`config.mk`:
```
export PLATFORM = sky130hd
export DESIGN_NAME = condlogic_banked_flat
export DESIGN_NICKNAME = d
export VERILOG_FILES = /design/src/rtl/condlogic_banked_pkg.sv /design/src/rtl/condlogic_banked_if.sv /design/src/rtl/condlogic_banked_condeval.sv /design/src/rtl/condlogic_banked.sv /design/src/flat_wrapper.sv
export SDC_FILE = /design/constraint.sdc
export NUM_CORES = 1
export LEC_CHECK = 0
export CELL_PAD_IN_SITES_DETAIL_PLACEMENT = 1
export CELL_PAD_IN_SITES_GLOBAL_PLACEMENT = 1
export CORE_MARGIN = 5
export CORE_UTILIZATION = 41
export DETAILED_ROUTE_END_ITERATION = 8
export PLACE_DENSITY_LB_ADDON = 0.1
export SLEW_MARGIN = 20
export SYNTH_ARGS = -nofsm -noshare
export SYNTH_HDL_FRONTEND = slang
export SYNTH_SLANG_ARGS = --single-unit
```
`constraint.sdc`:
```
create_clock -name clk -period 6.2 [get_ports clk]
set_input_delay 1.24 -clock clk [delete_from_list [all_inputs] [get_ports clk]]
set_output_delay 1.24 -clock clk [all_outputs]
set_load 0.02 [all_outputs]
```
`src/rtl/condlogic_banked_pkg.sv`:
```
// Shared types for the conditional-execution unit: condition codes,
// NZCV flag layout and memory-write FSM states.
package condlogic_pkg;

  typedef enum logic [3:0] {
    EQ = 4'h0, NE = 4'h1, CS = 4'h2, CC = 4'h3,
    MI = 4'h4, PL = 4'h5, VS = 4'h6, VC = 4'h7,
    HI = 4'h8, LS = 4'h9, GE = 4'hA, LT = 4'hB,
    GT = 4'hC, LE = 4'hD, AL = 4'hE, NV = 4'hF
  } cond_e;

  typedef struct packed {
    logic n;
    logic z;
    logic c;
    logic v;
  } nzcv_t;

  typedef enum logic [0:0] {
    IDLE = 1'b0,
    HOLD = 1'b1
  } wrstate_e;

  // Bank index width, never narrower than one bit.
  function automatic int bank_w(input int nbank);
    return (nbank > 1) ? $clog2(nbank) : 1;
  endfunction

endpackage

```
`src/rtl/condlogic_banked_if.sv`:
```
// Controller-side bundle for the conditional-execution unit.
interface condlogic_banked_if
  import condlogic_pkg::*;
#(
  parameter int NBANK = 2
);
  localparam int BW = bank_w(NBANK);

  logic [3:0]    Cond;
  logic [3:0]    ALUFlags;
  logic [1:0]    FlagW;
  logic          PCS;
  logic          NextPC;
  logic          RegW;
  logic          MemW;
  logic          NoWrite;
  logic          Stall;
  logic [BW-1:0] BankSel;
  logic          FlagSave;
  logic          FlagRestore;

  logic [3:0]    Flags;
  logic          CondEx;
  logic          CondExDelayed;
  logic          PCWrite;
  logic          RegWrite;
  logic          MemWrite;

  modport master (
    output Cond, ALUFlags, FlagW, PCS, NextPC, RegW, MemW, NoWrite,
           Stall, BankSel, FlagSave, FlagRestore,
    input  Flags, CondEx, CondExDelayed, PCWrite, RegWrite, MemWrite
  );

  modport slave (
    input  Cond, ALUFlags, FlagW, PCS, NextPC, RegW, MemW, NoWrite,
           Stall, BankSel, FlagSave, FlagRestore,
    output Flags, CondEx, CondExDelayed, PCWrite, RegWrite, MemWrite
  );
endinterface

```
`src/rtl/condlogic_banked_condeval.sv`:
```
// Pure combinational ARM condition evaluator; shared with pipelined cores.
module condeval
  import condlogic_pkg::*;
(
  input  logic [3:0] i_cond,
  input  nzcv_t      i_flags,
  output logic       o_condex
);
  // Decode the condition field against the current NZCV.
  always_comb begin
    o_condex = 1'b0;
    case (cond_e'(i_cond))
      EQ: o_condex = i_flags.z;
      NE: o_condex = ~i_flags.z;
      CS: o_condex = i_flags.c;
      CC: o_condex = ~i_flags.c;
      MI: o_condex = i_flags.n;
      PL: o_condex = ~i_flags.n;
      VS: o_condex = i_flags.v;
      VC: o_condex = ~i_flags.v;
      HI: o_condex = i_flags.c & ~i_flags.z;
      LS: o_condex = ~i_flags.c | i_flags.z;
      GE: o_condex = (i_flags.n == i_flags.v);
      LT: o_condex = (i_flags.n != i_flags.v);
      GT: o_condex = ~i_flags.z & (i_flags.n == i_flags.v);
      LE: o_condex = i_flags.z | (i_flags.n != i_flags.v);
      AL: o_condex = 1'b1;
      default: o_condex = 1'b0;
    endcase
  end
endmodule

```
`src/rtl/condlogic_banked.sv`:
```
// Conditional-execution unit with banked NZCV / saved-NZCV registers,
// write-strobe gating and a memory-write hold across AHB stalls.
module condlogic_banked
  import condlogic_pkg::*;
#(
  parameter int NBANK = 2
)(
  input  logic             clk,
  input  logic             reset_n,
  condlogic_banked_if.slave bus
);
  localparam int BW = bank_w(NBANK);

  nzcv_t         r_flags [NBANK];
  nzcv_t         r_saved [NBANK];
  logic          r_condex_d;
  wrstate_e      r_state;

  logic [NBANK-1:0] w_sel;
  nzcv_t         w_flags;
  logic          w_condex;

  // One-hot bank select; an out-of-range index selects nothing.
  for (genvar b = 0; b < NBANK; b++) begin : g_sel
    assign w_sel[b] = (bus.BankSel == BW'(b));
  end

  // Active-bank flag read mux; reads zero when no bank is selected.
  always_comb begin
    w_flags = '0;
    for (int b = 0; b < NBANK; b++)
      if (w_sel[b]) w_flags = r_flags[b];
  end

  condeval u_condeval (
    .i_cond   (bus.Cond),
    .i_flags  (w_flags),
    .o_condex (w_condex)
  );

  // Banked flag/saved update; restore beats the ALU write, save sees the old flags.
  always_ff @(posedge clk or negedge reset_n) begin
    if (!reset_n) begin
      for (int b = 0; b < NBANK; b++) begin
        r_flags[b] <= '0;
        r_saved[b] <= '0;
      end
    end else if (!bus.Stall) begin
      for (int b = 0; b < NBANK; b++) begin
        if (w_sel[b]) begin
          if (bus.FlagRestore) begin
            r_flags[b] <= r_saved[b];
          end else begin
            if (bus.FlagW[1] & w_condex) {r_flags[b].n, r_flags[b].z} <= bus.ALUFlags[3:2];
            if (bus.FlagW[0] & w_condex) {r_flags[b].c, r_flags[b].v} <= bus.ALUFlags[1:0];
          end
          if (bus.FlagSave) r_saved[b] <= r_flags[b];
        end
      end
    end
  end

  // Registered condition result, frozen while the data phase stalls.
  always_ff @(posedge clk or negedge reset_n) begin
    if (!reset_n)        r_condex_d <= 1'b0;
    else if (!bus.Stall) r_condex_d <= w_condex;
  end

  // Memory-write hold: keep the strobe up until the bus accepts it.
  always_ff @(posedge clk or negedge reset_n) begin
    if (!reset_n) r_state <= IDLE;
    else begin
      case (r_state)
        IDLE:    if (bus.MemW & r_condex_d & bus.Stall) r_state <= HOLD;
        HOLD:    if (!bus.Stall) r_state <= IDLE;
        default: r_state <= IDLE;
      endcase
    end
  end

  assign bus.Flags         = w_flags;
  assign bus.CondEx        = w_condex;
  assign bus.CondExDelayed = r_condex_d;
  assign bus.RegWrite      = bus.RegW & r_condex_d & ~bus.NoWrite & ~bus.Stall;
  assign bus.PCWrite       = ((bus.PCS & r_condex_d) | bus.NextPC) & ~bus.Stall;
  assign bus.MemWrite      = (bus.MemW & r_condex_d) | (r_state == HOLD);
endmodule

```
`src/flat_wrapper.sv`:
```
// flat-port wrapper written by rule: the top's interface ports become plain ports
module condlogic_banked_flat import condlogic_pkg::*;
#(
  parameter int NBANK = 2
)
  (clk, reset_n, bus_Cond, bus_ALUFlags, bus_FlagW, bus_PCS, bus_NextPC, bus_RegW, bus_MemW, bus_NoWrite, bus_Stall, bus_BankSel, bus_FlagSave, bus_FlagRestore, bus_Flags, bus_CondEx, bus_CondExDelayed, bus_PCWrite, bus_RegWrite, bus_MemWrite);
  condlogic_banked_if #(.NBANK(NBANK)) bus_i ();
  input  logic clk;
  input  logic reset_n;
  input wire logic [$bits(bus_i.Cond)-1:0] bus_Cond;
  input wire logic [$bits(bus_i.ALUFlags)-1:0] bus_ALUFlags;
  input wire logic [$bits(bus_i.FlagW)-1:0] bus_FlagW;
  input wire logic [$bits(bus_i.PCS)-1:0] bus_PCS;
  input wire logic [$bits(bus_i.NextPC)-1:0] bus_NextPC;
  input wire logic [$bits(bus_i.RegW)-1:0] bus_RegW;
  input wire logic [$bits(bus_i.MemW)-1:0] bus_MemW;
  input wire logic [$bits(bus_i.NoWrite)-1:0] bus_NoWrite;
  input wire logic [$bits(bus_i.Stall)-1:0] bus_Stall;
  input wire logic [$bits(bus_i.BankSel)-1:0] bus_BankSel;
  input wire logic [$bits(bus_i.FlagSave)-1:0] bus_FlagSave;
  input wire logic [$bits(bus_i.FlagRestore)-1:0] bus_FlagRestore;
  output wire logic [$bits(bus_i.Flags)-1:0] bus_Flags;
  output wire logic [$bits(bus_i.CondEx)-1:0] bus_CondEx;
  output wire logic [$bits(bus_i.CondExDelayed)-1:0] bus_CondExDelayed;
  output wire logic [$bits(bus_i.PCWrite)-1:0] bus_PCWrite;
  output wire logic [$bits(bus_i.RegWrite)-1:0] bus_RegWrite;
  output wire logic [$bits(bus_i.MemWrite)-1:0] bus_MemWrite;
  assign bus_i.Cond = bus_Cond;
  assign bus_i.ALUFlags = bus_ALUFlags;
  assign bus_i.FlagW = bus_FlagW;
  assign bus_i.PCS = bus_PCS;
  assign bus_i.NextPC = bus_NextPC;
  assign bus_i.RegW = bus_RegW;
  assign bus_i.MemW = bus_MemW;
  assign bus_i.NoWrite = bus_NoWrite;
  assign bus_i.Stall = bus_Stall;
  assign bus_i.BankSel = bus_BankSel;
  assign bus_i.FlagSave = bus_FlagSave;
  assign bus_i.FlagRestore = bus_FlagRestore;
  assign bus_Flags = bus_i.Flags;
  assign bus_CondEx = bus_i.CondEx;
  assign bus_CondExDelayed = bus_i.CondExDelayed;
  assign bus_PCWrite = bus_i.PCWrite;
  assign bus_RegWrite = bus_i.RegWrite;
  assign bus_MemWrite = bus_i.MemWrite;
  condlogic_banked #(.NBANK(NBANK)) u_core (.clk(clk), .reset_n(reset_n), .bus(bus_i));
endmodule
```
# == After elaboration in Yosys (flattened, before gate mapping) ==
# Index checks and enable logic that the tools add are counted.
# word_totals
ff_bits,18
output_inout_bits,9
# classes
reduce_logical,9
eq_ne,16
bitwise_logic,23
n_mux,9
# ops
operator,count
== test 4 bit (second input constant),7
AND reduction 3 bit,6
== test 4 x 3 -> 1 bit (second input constant),4
one-hot mux 1 bit (15 select lines),1
2-to-1 mux 4 bit,3
AND 1 bit,11
== test 4 x 2 -> 1 bit (second input constant),2
inverter 1 bit,8
== test 4 x 1 -> 1 bit (second input constant),1
logical NOT 4 bit,1
2-to-1 mux 2 bit,2
OR 1 bit,4
nonzero test 2 bit,2
2-to-1 mux 1 bit,2
one-hot mux 1 bit (2 select lines),1
== test 1 bit,1
inequality test 1 bit,1

# == Logic depth before layout (Yosys ltp) ==
# depth
ltp_word,7
ltp_mapped,9
depth_no_buf,7

# == Hierarchy ==
# Synthesis repeated with hierarchy kept, for this count alone.
# unflattened
hier_cells,104
area_unflattened_um2,1118.6
# by_module_without_submodules
module,n_inst,seq_area_each_um2,cells_per_inst,area_each_um2
condlogic_banked,1,450.4,76,924.6
condeval,1,0.0,28,193.9

# == Least setup slack after synthesis ==
# OpenSTA, ideal clock, no wires.
# synth_timing
path_kind,input-to-output
start,input port bus_BankSel
end,output port bus_CondEx
t_required_ps,4960
arrival_time_ps,2522
path_slack_ps,2438
path_stages,7
path_cell_list,buf_6 -> mux2_2 -> nand2_1 -> o21ai_0 -> a311oi_2 -> o311ai_2 -> buf_6
# synth_via
elab_chain_cells,4
elab_cells_between_ends,12
cone_classes,eq/ne: 2; mux: 2; bitwise: 8
# synth_lines
item,line_no,source
"start, declared",flat_wrapper.sv:19,input wire logic [$bits(bus_i.BankSel)-1:0] bus_BankSel;
2-to-1 mux 4 bit *,condlogic_banked.sv:32,if (w_sel[b]) w_flags = r_flags[b];
named net bus_Flags[0],flat_wrapper.sv:22,output wire logic [$bits(bus_i.Flags)-1:0] bus_Flags;
inequality test 1 bit or == test 1 bit (tied branches),--,
OR 1 bit or AND 1 bit (tied branches),"condlogic_banked_condeval.sv:26, condlogic_banked_condeval.sv:25",
one-hot mux 1 bit (15 select lines) *,condlogic_banked_condeval.sv:12,case (cond_e'(i_cond))
"end, declared",flat_wrapper.sv:23,output wire logic [$bits(bus_i.CondEx)-1:0] bus_CondEx;
# The timed path passes the listed nets; every way through them passes the cells marked *.

# == Final worst setup path ==
# layout_timing
start,input port bus_BankSel
end,output port bus_CondEx
# layout_via
elab_chain_cells,4
elab_cells_between_ends,12
cone_classes,eq/ne: 2; mux: 2; bitwise: 8
# layout_lines
item,line_no,source
2-to-1 mux 4 bit *,condlogic_banked.sv:32,
"inequality test 1 bit, or another cell as far along","condlogic_banked_condeval.sv:24, condlogic_banked_condeval.sv:26",
"OR 1 bit, or another cell as far along",condlogic_banked_condeval.sv:26,LE: o_condex = i_flags.z | (i_flags.n != i_flags.v);
one-hot mux 1 bit (15 select lines) *,condlogic_banked_condeval.sv:12,
# Every way passes the cells marked *; elsewhere a longest branch is shown, timed or not.

==> impl_metrics.json <==
{
  "drt_iter0_drc": 30,
  "rows": 20,
  "reg2reg_slack_ps": 4040,
  "remaining_drc_errors": 0,
  "slew_violations": 0,
  "reg2reg_to": "u_core.r_flags[0]",
  "grt_max_degree": 19,
  "grt_usage_pct": 16.8,
  "syn-num-nets": 152,
  "skew_ps": 1.06,
  "slew_headroom_pct": 43.4,
  "ys_types": 33,
  "arrival_ps": 3720,
  "final_hold_viol_count": 0,
  "finalSetupViolations": 0,
  "crit_fanout": 10,
  "worstSetupEndpointType": "output port",
  "wl_per_cell_um": 17.4,
  "worst_pin_slew_ps": 846,
  "syn_avg_cell_area_um2": 10.0,
  "synthFlopType": "dfrtp_1",
  "status": "completed",
  "ys_seq_area_share_pct": 34.3,
  "design.core.area_um2": 3050,
  "worstHoldStart": "u_core.r_saved[1]",
  "cts_setup_buffers": 0,
  "place.gp.congestion": 0.745,
  "io_pins": 30,
  "synth_warnings": 0,
  "hpwl_um": 2730,
  "syn_area_um2": 1310,
  "area_delta_synth_final_pct": 25.9,
  "htree_levels": 1,
  "ys_seq_elements": 18,
  "dieArea_um2": 4440,
  "hold_path_depth": 1,
  "p_leak_nw": 0.709,
  "min_to": "u_core.r_saved[1]",
  "finalCritPeriodShare_pct": 80.0,
  "fin_nets": 180,
  "clock_sinks": 18,
  "drv_cap": 0,
  "grt_antenna_before_repair": 0,
  "synth_edf_count": 0,
  "n_antenna_cell": 0,
  "vias": 1135,
  "hold_path.class": "register to register",
  "synth_cells": 131,
  "cts_resized": 0,
  "mostFrequentLayoutCells": "clkdlybuf4s50_1 (29), mux2i_1 (19), dfrtp_1 (18), mux2_2 (12)",
  "grt_pass1_vias": 1194,
  "startpoint_type": "input pin",
  "cts_root_buffer": "clkbuf_4",
  "wl_met1_um": 1550,
  "final_common_cell": "clkdlybuf4s50_1",
  "fin_crit_ps": 4960,
  "die_x_um": 66.6,
  "start_util_pct": 43.0,
  "tritoncts": "built",
  "grt_pass1_wl_um": 5680,
  "place_ws_ps": 1230,
  "r2r_start": "u_core.r_flags[3]",
  "critPathRequiredTime_ps": 4960,
  "grt.overflow.total": 0,
  "irDropWorstVdd_mv": 0.175,
  "wl_met3_um": 192,
  "cts-hold-fix-buffers": 0,
  "pwr_density_cell_nw_per_um2": 383,
  "dr.max_layer_used": "met4",
  "cts_buffers": 3,
  "port_buffers": 29,
  "clock_path_buffers": 2,
  "insertion_delay_ps": 290,
  "clk_pin_slew_ps": 100,
  "rsz0062_at_grt": "false",
  "vias_per_cell": 5.62,
  "r2r_cells": 7,
  "die_y_um": 66.6,
  "async_reset_ff_share_pct": 100,
  "setup_tns_ps": 0,
  "ant_nets": 0,
  "fmaxAchievable_mhz": 202,
  "dr.pass1.iters": 4,
  "wl_met2_um": 1740,
  "drt-total-wl_um": 3520,
  "fin_ws_ps": 1240,
  "layout-drive-gt1-share_pct": 15.8,
  "path_class": "input pin to output port"
}
## metrics by stage
step	area, um^2	utilization [%]	cells	hold slack (ps)	power, W
global route	1650	54.2	202	561	0.000677
CTS	1650	54.2	202	551	0.000641
finish	1650	54.2	202	551	0.000634
detailed placement	1620	53.0	198	525	0.000566
floorplan	1310	-	131	502	0.000449
global placement	1620	53.0	198	513	0.000546
## registers in the layout, summed over array words and instances (netlist names)
name,flops
u_core.bus.CondExDelayed,1
u_core.r_flags,8
u_core.r_saved,8
u_core.r_state,1
## worst max path at each step
stage,from,endpoint,slack [ps]
CTS,bus_BankSel,bus_CondEx,1210
detailed placement,bus_BankSel,bus_CondEx,1230
floorplan,bus_BankSel,bus_CondEx,2440
global route,bus_BankSel,bus_CondEx,1140
finish,bus_BankSel,bus_CondEx,1240
global placement,bus_BankSel,bus_CondEx,1340
## per-layer routing
metal,global-route usage (%),vias up
li1,-,539
met1,21.0,563
met2,29.2,29
met3,2.36,4
met4,6.09,0
met5,0,-
## final cells by class
| cell class | count | area (um^2) |
|---|---|---|
| Tap cell | 44 | 55.1 |
| Clock buffer | 4 | 36.3 |
| Fill cell | 351 | 1400 |
| Inverter | 7 | 26.3 |
| Sequential cell | 18 | 450 |
| Timing Repair Buffer | 30 | 298 |
| Multi-Input combinational cell | 99 | 788 |
## kinds of logic (layout without fill, tap and decap cells)
group	Yosys count	after routing	share of synthesized area, %
AOI/OAI and AO/OA	33	33	18.7
xor gates and xnor gates	4	4	2.67
buffers and inverters	14	41	5.71
muxes	33	33	27.6
DFF	18	18	34.3
and+or+nand+nor	29	29	11.0
## power breakdown
group / switching [W] / internal [W] / total, W
logic: 0.000141 / 0.000173 / 0.000314
clock network: 0.0000368 / 0.0000358 / 0.0000726
registers: 0.0000758 / 0.000172 / 0.000247
## synth_stat cells (2+ instances only)
cell type | count | share of area, %
a311oi_2 | 2 | 2.3
mux2i_1 | 19 | 14
nand2_1 | 9 | 2.6
inv_1 | 6 | 1.7
nor2_1 | 9 | 2.6
buf_6 | 3 | 2.6
o22a_1 | 6 | 4.0
dfrtp_1 | 18 | 34
mux2_2 | 12 | 10
nor3b_1 | 2 | 1.1
a21oi_1 | 5 | 1.9
a31oi_1 | 6 | 2.9
xnor2_1 | 4 | 2.7
buf_1 | 2 | 0.57
o21ai_0 | 9 | 3.4
clkbuf_1 | 2 | 0.57
## critical path: stages
cell and delay [ps]:
clkdlybuf4s50_1 760, mux2_4 350, a21oi_1 180, a311oi_2 80
xnor2_1 160, o311ai_2 270, clkdlybuf4s50_1 670
No activity file was read; power rests on OpenSTA's default activity.
